==> config.mk <==
export PLATFORM = sky130hd
export DESIGN_NAME = load_store_unit
export DESIGN_NICKNAME = d
export VERILOG_FILES = /design/src/rtl/lsu_pkg.sv /design/src/rtl/lsu_lane_align.sv /design/src/rtl/load_store_unit.sv
export SDC_FILE = /design/constraint.sdc
export NUM_CORES = 1
export LEC_CHECK = 0
export BUFFER_PORTS_ARGS = -buffer_cell sky130_fd_sc_hd__buf_2
export CAP_MARGIN = 10
export CORE_MARGIN = 2
export CORE_UTILIZATION = 55
export CTS_CLUSTER_SIZE = 16
export DETAILED_ROUTE_END_ITERATION = 7
export PLACE_DENSITY = 0.81
export SETUP_SLACK_MARGIN = 0.15
export SLEW_MARGIN = 25
export SYNTH_ARGS = -nofsm -noshare
export SYNTH_HDL_FRONTEND = slang
export SYNTH_SLANG_ARGS = --single-unit
==> constraint.sdc <==
create_clock -name clk -period 3.3 [get_ports clk]
set_clock_uncertainty 0.1 [all_clocks]
set_input_delay 0.495 -clock clk [delete_from_list [all_inputs] [get_ports clk]]
set_output_delay 0.495 -clock clk [all_outputs]
set_load 0.02 [all_outputs]
==> src/rtl/lsu_pkg.sv <==
// Shared encodings for the load/store unit: opcodes, FSM states and access-size helpers.
package lsu_pkg;

    typedef enum logic [2:0] {
        OP_LB  = 3'd0,
        OP_LH  = 3'd1,
        OP_LW  = 3'd2,
        OP_LBU = 3'd3,
        OP_LHU = 3'd4,
        OP_SB  = 3'd5,
        OP_SH  = 3'd6,
        OP_SW  = 3'd7
    } lsu_op_e;

    typedef enum logic [1:0] {
        ST_IDLE  = 2'd0,
        ST_MERGE = 2'd1,
        ST_RESP  = 2'd2
    } lsu_state_e;

    typedef enum logic [1:0] {
        SZ_BYTE = 2'd0,
        SZ_HALF = 2'd1,
        SZ_WORD = 2'd2
    } lsu_size_e;

    function automatic lsu_size_e op_size(input lsu_op_e op);
        case (op)
            OP_LB, OP_LBU, OP_SB: return SZ_BYTE;
            OP_LH, OP_LHU, OP_SH: return SZ_HALF;
            default:              return SZ_WORD;
        endcase
    endfunction

    function automatic logic op_is_store(input lsu_op_e op);
        return (op == OP_SB) || (op == OP_SH) || (op == OP_SW);
    endfunction

    function automatic logic op_is_signed(input lsu_op_e op);
        return (op == OP_LB) || (op == OP_LH);
    endfunction

    function automatic logic misaligned(input lsu_size_e sz, input logic [1:0] off);
        case (sz)
            SZ_HALF: return off[0];
            SZ_WORD: return off != 2'b00;
            default: return 1'b0;
        endcase
    endfunction

endpackage

==> src/rtl/lsu_lane_align.sv <==
// Big-endian lane handling: extracts/extends a load lane and merges a store lane into a word.
module lsu_lane_align
    import lsu_pkg::*;
(
    input  logic [31:0] word_i,
    input  logic [1:0]  offset_i,
    input  lsu_size_e   size_i,
    input  logic        sign_i,
    input  logic [31:0] wdata_i,
    output logic [31:0] load_o,
    output logic [31:0] merge_o
);

    logic [4:0]  shamt;
    logic [31:0] shifted;
    logic [31:0] lane_mask;
    logic [31:0] lane_data;

    assign shamt = {offset_i, 3'b000};

    // Byte offset 0 lives in [31:24], so shifting left brings the addressed lane to the top.
    always_comb begin
        shifted   = word_i << shamt;
        load_o    = word_i;
        lane_mask = '1;
        lane_data = wdata_i;
        case (size_i)
            SZ_BYTE: begin
                load_o    = sign_i ? {{24{shifted[31]}}, shifted[31:24]}
                                   : {24'h000000, shifted[31:24]};
                lane_mask = 32'hFF00_0000 >> shamt;
                lane_data = {wdata_i[7:0], 24'h000000} >> shamt;
            end
            SZ_HALF: begin
                load_o    = sign_i ? {{16{shifted[31]}}, shifted[31:16]}
                                   : {16'h0000, shifted[31:16]};
                lane_mask = 32'hFFFF_0000 >> shamt;
                lane_data = {wdata_i[15:0], 16'h0000} >> shamt;
            end
            default: begin
                load_o    = word_i;
                lane_mask = '1;
                lane_data = wdata_i;
            end
        endcase
        merge_o = (word_i & ~lane_mask) | (lane_data & lane_mask);
    end

endmodule

==> src/rtl/load_store_unit.sv <==
// Load/store unit: one request at a time against a big-endian word memory with a
// combinational read port; sub-word stores use a read-capture then merge-write cycle.
module load_store_unit
    import lsu_pkg::*;
#(
    parameter int unsigned MEMORY_SIZE = 64
) (
    input  logic        clk,
    input  logic        rst,
    input  logic        req_valid,
    output logic        req_ready,
    input  logic [2:0]  op,
    input  logic [31:0] addr,
    input  logic [31:0] wdata,
    output logic        resp_valid,
    output logic [31:0] rdata,
    output logic        fault,
    output logic [31:0] mem_addr,
    output logic [31:0] mem_wdata,
    output logic        mem_write,
    input  logic [31:0] mem_rdata
);

    localparam logic [31:0] LAST_WORD = 32'(MEMORY_SIZE - 4);

    lsu_state_e  state_q, state_d;
    lsu_op_e     req_op;
    logic [31:0] req_waddr;
    logic        req_fault;
    logic        accept;

    logic [31:0] word_q, wdata_q, waddr_q, rdata_q;
    logic [1:0]  off_q;
    lsu_size_e   size_q;
    logic        fault_q;

    logic        in_merge;
    logic [31:0] al_word, al_wdata, al_load, al_merge;
    logic [1:0]  al_off;
    lsu_size_e   al_size;

    assign req_op    = lsu_op_e'(op);
    assign req_waddr = {addr[31:2], 2'b00};
    assign req_fault = misaligned(op_size(req_op), addr[1:0]) || (req_waddr > LAST_WORD);
    assign accept    = (state_q == ST_IDLE) && req_valid;

    // One aligner serves both the live load path and the captured-word merge path.
    assign in_merge = (state_q == ST_MERGE);
    assign al_word  = in_merge ? word_q  : mem_rdata;
    assign al_off   = in_merge ? off_q   : addr[1:0];
    assign al_size  = in_merge ? size_q  : op_size(req_op);
    assign al_wdata = in_merge ? wdata_q : wdata;

    lsu_lane_align u_align (
        .word_i   (al_word),
        .offset_i (al_off),
        .size_i   (al_size),
        .sign_i   (op_is_signed(req_op)),
        .wdata_i  (al_wdata),
        .load_o   (al_load),
        .merge_o  (al_merge)
    );

    always_ff @(posedge clk or negedge rst) begin
        if (!rst) state_q <= ST_IDLE;
        else      state_q <= state_d;
    end

    always_comb begin
        state_d = state_q;
        case (state_q)
            ST_IDLE: begin
                if (req_valid) begin
                    if (!req_fault && (req_op == OP_SB || req_op == OP_SH)) state_d = ST_MERGE;
                    else                                                    state_d = ST_RESP;
                end
            end
            ST_MERGE: state_d = ST_RESP;
            ST_RESP:  state_d = ST_IDLE;
            default:  state_d = ST_IDLE;
        endcase
    end

    // Memory-side outputs are forced to zero while reset is held, including mid-MERGE.
    always_comb begin
        req_ready  = (state_q == ST_IDLE);
        resp_valid = (state_q == ST_RESP);
        fault      = fault_q && (state_q == ST_RESP);
        rdata      = rdata_q;
        mem_addr   = '0;
        mem_wdata  = '0;
        mem_write  = 1'b0;
        if (rst) begin
            case (state_q)
                ST_IDLE: begin
                    mem_addr  = req_waddr;
                    mem_wdata = wdata;
                    mem_write = req_valid && (req_op == OP_SW) && !req_fault;
                end
                ST_MERGE: begin
                    mem_addr  = waddr_q;
                    mem_wdata = al_merge;
                    mem_write = 1'b1;
                end
                default: ;
            endcase
        end
    end

    always_ff @(posedge clk or negedge rst) begin
        if (!rst) begin
            rdata_q <= '0;
            fault_q <= 1'b0;
            word_q  <= '0;
            wdata_q <= '0;
            waddr_q <= '0;
            off_q   <= '0;
            size_q  <= SZ_BYTE;
        end else if (accept) begin
            rdata_q <= (req_fault || op_is_store(req_op)) ? '0 : al_load;
            fault_q <= req_fault;
            word_q  <= mem_rdata;
            wdata_q <= wdata;
            waddr_q <= req_waddr;
            off_q   <= addr[1:0];
            size_q  <= op_size(req_op);
        end
    end

endmodule

* Yosys cells after proc, flatten, opt, wreduce, memory -nomap -nowiden
Index checks and enable logic that the tools add are counted.
** Operators by class
- Reduce and logical (&&, ||, !) cells :: 17
- Bitwise logic cells :: 4
- Muxes and demuxes :: 21
- Order comparisons :: 1
- Shift operators :: 5
- Equal/unequal tests :: 12
** Operator list (number)
- $pmux 32 s2 :: 5
- $mux 32 :: 7
- $and 32x32->32 :: 2
- $shr 32x5->32 :: 2
- $shr 32x5->32 const A :: 2
- $gt 32x6->1 const B :: 1
- $not 32->32 :: 1
- $or 32x32->32 :: 1
- $shl 32x5->32 :: 1
- $eq 3x3->1 const B :: 4
- $mux 2 :: 4
- $pmux 2 s2 :: 2
- $eq 2x1->1 const B :: 3
- $reduce_or 3->1 :: 2
- $logic_and 1x1->1 :: 5
- $logic_or 1x1->1 :: 5
- $eq 2x2->1 const B :: 2
- $logic_not 2->1 :: 2
- $pmux 1 s2 :: 2
- $eq 3x1->1 const B :: 1
- $eq 3x2->1 const B :: 1
- $logic_not 3->1 :: 1
- $ne 2x2->1 const B :: 1
- $reduce_bool 2->1 :: 1
- other kinds (2) :: 2
** Word-level totals
- Output and inout port bits :: 100
- Flip-flop bits (word level) :: 133

* Depth between registers and ports, before layout
- Word-level depth :: 11
- Gate-level depth with buffers :: 9
- Gate-level depth less buffers :: 6

* Hierarchy
Synthesis repeated with hierarchy kept, for this count alone.
** Second synthesis, totals
- Cells, all modules :: 1222
- Area, all modules :: 9143.8 µm²
** Modules (own cells, without submodules)
- load_store_unit :: cells an instance 960, instances 1, area an instance 7313.3 µm², seq. area each 3328.2 µm²
- lsu_lane_align :: cells an instance 262, instances 1, area an instance 1830.5 µm², seq. area each 0.0 µm²

* Worst setup path after synthesis
OpenSTA, ideal clock, no wires.
- Path type :: in2out
- From :: input op[1]
- To :: output mem_wdata[22]
- Path slack :: 0.203 ns
- Arrival :: 2.502 ns
- Cell stages on the path :: 8
- Path through :: clkbuf_1 -> nor3b_1 -> o31a_1 -> buf_2 -> nand2_1 -> a21oi_1 -> a31oi_1 -> a211oi_1
** Between the ends
- Word-level cells in the longest chain between the ends :: 11
- Elaborated cells on any way between the ends :: 20
** RTL lines
- from (decl) :: RTL line load_store_unit.sv:12 : input logic [2:0] op,
- $eq 3x1->1 (tied with other cells) :: RTL line lsu_pkg.sv:28 : case (op)
- $reduce_or 3->1 :: RTL line lsu_pkg.sv:28
- $pmux 2 s2 * :: RTL line lsu_pkg.sv:28
- $mux 2 * :: RTL line load_store_unit.sv:51 : assign al_size = in_merge ? size_q : op_size(req_op);
- $eq 2x1->1 or $logic_not 2->1 (tied branches) :: RTL line lsu_lane_align.sv:27 : case (size_i)
- $pmux 32 s2 :: RTL line lsu_lane_align.sv:27
- $not 32->32 :: RTL line lsu_lane_align.sv:46 : merge_o = (word_i & ~lane_mask) | (lane_data & lane_mask);
- $and 32x32->32 :: RTL line lsu_lane_align.sv:46
- $or 32x32->32 * :: RTL line lsu_lane_align.sv:46
- $pmux 32 s2 * :: RTL line load_store_unit.sv:94 : case (state_q)
- $mux 32 * :: RTL line load_store_unit.sv:93 : if (rst) begin
- to (decl) :: RTL line load_store_unit.sv:19 : output logic [31:0] mem_wdata,
Every way passes the cells marked *; elsewhere a longest branch is shown, timed or not.

* Final worst setup path
- From :: register state_q[0]
- To :: output mem_wdata[23]
** Between the ends
- Word-level cells in the longest chain between the ends :: 9
- Elaborated cells on any way between the ends :: 20
** RTL lines
- from (decl) :: RTL line load_store_unit.sv:26 : lsu_state_e state_q, state_d;
- from (signal assigned) :: RTL line load_store_unit.sv:66 : else state_q <= state_d;
- $eq 2x1->1 :: RTL line load_store_unit.sv:48, load_store_unit.sv:94
- $mux 2 (on tied branches) :: RTL line load_store_unit.sv:50, load_store_unit.sv:51
- $shr 32x5->32 (tied with other cells) :: RTL line lsu_lane_align.sv:37 : lane_mask = 32'hFFFF_0000 >> shamt;
- $pmux 32 s2 :: RTL line lsu_lane_align.sv:27
- $not 32->32 :: RTL line lsu_lane_align.sv:46
- $and 32x32->32 :: RTL line lsu_lane_align.sv:46
- $or 32x32->32 :: RTL line lsu_lane_align.sv:46
- $pmux 32 s2 * :: RTL line load_store_unit.sv:94
- $mux 32 * :: RTL line load_store_unit.sv:93
Marked as above.

==> results.md <==
* Clock slew at reported path FFs at ~60 ps
* Layout Cell Area excl Fill at 11700 um2
* Total inserted antenna cells at 0
* Post-synthesis mux area share at roughly an eighth
* Arr. time, crit path at between 2000 and 3000 ps
* Seq cells post-synth at ~130
* Count of mapped cells out of synthesis at roughly 1100
* Netlist area before placement at around 8900 um2
* Post-placement cell area at between 10000 and 15000 um2
* Cell accounting for the most synthesized area: dfrtp_1
* Routed wire per std cell at roughly 21 um
* Number of max-slew violations in the final report at 0
* Htree depth at 4
* Crit path launch: state_q[0]$_DFFE_PN0P_
* Worst setup slack for register-to-register paths at approximately 570 ps
* Largest net degree at the start of global routing at just under 100
* Layout overhead on the synthesized area at 31.8%
* Grt met3 use at a little under a tenth
* Most common cell in the synthesized netlist: nand2_1
* Count of cells along the worst register-to-register path at 8
* Num rows at 46
* XOR/XNOR share of the synthesized area at 0.198%
* Antenna-violating nets left at 0
* Unrepaired setup endpoints after global routing: true
* Post-detailed-route DRC marker count at 0
* Die Height at approximately 130 um
* Worst slew margin relative to its limit at a little under half
* Capturing element of the worst setup path: mem_wdata[23]
* Cell count after placement at between 1500 and 2000
* Power density over cell area at between 400 and 500 nW/um2
* Class of the tightest hold or removal check: in2reg
* Maximum clock insertion buffer count at 2
* Grt ovf at 0
* Number of enable-type register cells in the synthesized netlist at 0
* GRT Total Usage at roughly 38%
* Crit Reg-Reg Endpoint: rdata[9]$_DFFE_PN0P_
* Final Hold Fails at 0
* Number of fill cells at between 1000 and 1500
* Leakage power summed over all cells at about 5.6 nW
* Routing usage on met1 at 49.5%
* Kind of end point of the critical path: primary output
* Worst Setup Slack, final at slightly below 5 ps
* Total power at roughly 5.1 mW
* Asr flop ratio synth at between 90% and 100%
* Highest fanout seen on the critical path at 20
* Die outline area at approximately 17000 um2
* Worst vdd ir at ~0.38 mV
* Detailed-routing iteration count for the pre-antenna-repair pass at 6
* Clock tree from TritonCTS: built
* Cells on Worst Hold Path at 3
* Port Buf Inserts at a little under 200
* Die X at 131 um
* Placed wire-length estimate at 22500 um
* Vias at 9968
* RR Startpoint: state_q[1]$_DFFE_PN0P_
* Non-filler cells in the finished layout at 1565
* Clock insertion delay at the later pin of the skew report at between 400 and 500 ps
* Multi-input combinational cell area at between 5000 and 6000 um2
* Average size of a mapped cell at just under 8 um2
* Min Tclk post-route at ~3300 ps
* Via count of the first global-routing pass at 9024
* Number of endpoints failing setup at the final stage at 0
* Met2 routing resource usage after global routing at 58.2%
* Register area at between 3000 and 4000 um2
* Synthesized-area fraction occupied by ao, oa, aoi and oai cells at approximately 18%
* Combinational family with the most area after synthesis: simple AND/OR/NAND/NOR gates
* Total clock sinks at approximately 130
* Ports placed on the boundary at between 200 and 250
* Main area contributors after synthesis: dfrtp_1 38%, nand2_1 17%, mux2i_1 8.7%, nor2_1 3.1%, clkbuf_1 2.4%
* Initial antenna violation count at 0
* Slew @ Worst Pin at about 790 ps
* Synth Area in Adders at 0%
* Kind of start point of the critical path: register
* Clk root buf: clkbuf_16
* Simple-gate portion of the synthesized area at ~28%
* Netlist cell types at 60
* Ratio of cells with drive above 1 in the final layout at between 20% and 30%
* Run status: completed
* Net count reported at finish at 1438
* Fmax at between 300 and 400 MHz
* Count of yosys warnings during synthesis at 0
* Weighted congestion reported at the end of routability-driven placement at 0.970
* Layer with the highest usage after global routing: met2
* Area share of the largest cell type after synthesis at 37.5%
* Primary FF master, synth: dfrtp_1
* Share of synthesized area occupied by flip-flops and latches at between 30% and 40%
* CTS Buf Count at 17
* Via/cell ratio at about 6.4
* # Max-Cap Violations at 0
* Tcrit/Tclk final at about 100%
* Critical path class: reg2out
* Starting density of the core at about 56%
* Post-Place Worst Slack at between 150 and 200 ps
* Wire length of the first global-routing pass at 49200 um
* Floorplan core area at 15800 um2
* Count of routing violations after the opening detailed-route iteration at around 1300
* Final wirelength at between 30000 and 40000 um
* CP Data Required Time at roughly 2700 ps
* Top post-synthesis cells by count: 395 x nand2_1, 133 x dfrtp_1, 77 x mux2i_1, 73 x nor2_1, 56 x clkbuf_1
-- flip-flops by register name, indices dropped and copies added (netlist names) --
signal and count:
off_q 2, word_q 32, state_q 2, fault_q 1, wdata_q 32, rdata 32, waddr_q 30, size_q 2
-- how the worst min path moves through the flow --
stage	startpoint	to	slack [ps]
after detailed placement	rst	wdata_q[4]$_DFFE_PN0P_	260
after CTS	addr[4]	waddr_q[4]$_DFFE_PN0P_	170
after global placement	rst	wdata_q[4]$_DFFE_PN0P_	260
after floorplan	rst	fault_q$_DFFE_PN0P_	100
final	addr[4]	waddr_q[4]$_DFFE_PN0P_	170
after global routing	addr[4]	waddr_q[4]$_DFFE_PN0P_	190
-- where the power goes --
group	internal [mW]	switching (mW)	leakage, nW	total [mW]
logic	0.418	0.689	3.62	1.11
clock network	1.18	0.770	0.283	1.95
registers	1.79	0.212	1.68	2.00
total	3.38	1.67	5.58	5.05
-- per-stage QoR --
stage / util [%] / hold slack (ps) / TNS [ps]
after global placement: 65.0 / 264 / 0
after global routing: 73.8 / 192 / -29.1
after detailed placement: 65.0 / 263 / 0
after floorplan: - / 99.4 / 0
final: 73.8 / 173 / 0
after CTS: 70.7 / 170 / 0
-- per-layer routing --
| metal | wire (um) | vias up |
|---|---|---|
| met2 | 14700 | 766 |
| met5 | 0 | - |
| met4 | 1940 | 0 |
| li1 | - | 4389 |
| met3 | 4010 | 143 |
| met1 | 12400 | 4670 |
-- critical path, cell delays in order, from the launching register on --
cell and delay (ps):
dfrtp_2 430, nor2b_4 170, buf_12 150, o31ai_4 470, nor2_2 100, buf_12 180
nor4_2 270, a311oi_1 80, o21ai_1 230, buf_4 180
-- area by class of cell --
class,count,share of cell area [%]
sequential,133,28.5
multi-input combinational,904,48.0
inverter,5,0.161
clock buffer,22,4.06
tap,216,2.31
clock inverter,10,1.05
timing repair buffer,275,15.9
-- cell usage in the layout, fill, tap and decap left out, drive strengths merged, types with 8 or more instances in the layout --
cell type,instances
nor3b,12
nor3,21
nand2,395
o31ai,10
a32o,18
mux4,8
mux2,8
buf,270
clkbuf,24
a21boi,12
a311oi,14
mux2i,77
o21ai,39
dfrtp,133
a21oi,39
a31oi,16
nor2,74
a22o,16
o221ai,16
nand3,36
nor4,15
-- kinds of logic (layout without fill, tap and decap cells) --
family | count (synthesis) | count (layout)
AND/OR/NAND/NOR | 586 | 586
AO/OA/AOI/OAI | 221 | 221
flip-flops | 133 | 133
buffers and inverters | 100 | 312
multiplexers | 93 | 93
XOR/XNOR | 2 | 2
other | 1 | 2
-- repair_timing --
| action | 4_1_cts | 5_1_grt |
|---|---|---|
| endpoints found under the setup margin | 32 | 33 |
| pin swaps | 5 | 25 |
| buffers inserted | 8 | 3 |
| cloned | 2 | 2 |
| hold buffers | 1 | 0 |
| resized for setup | 44 | 90 |
| endpoints found under the hold margin | 18 | 0 |
Power figures use the tool's default switching activity.
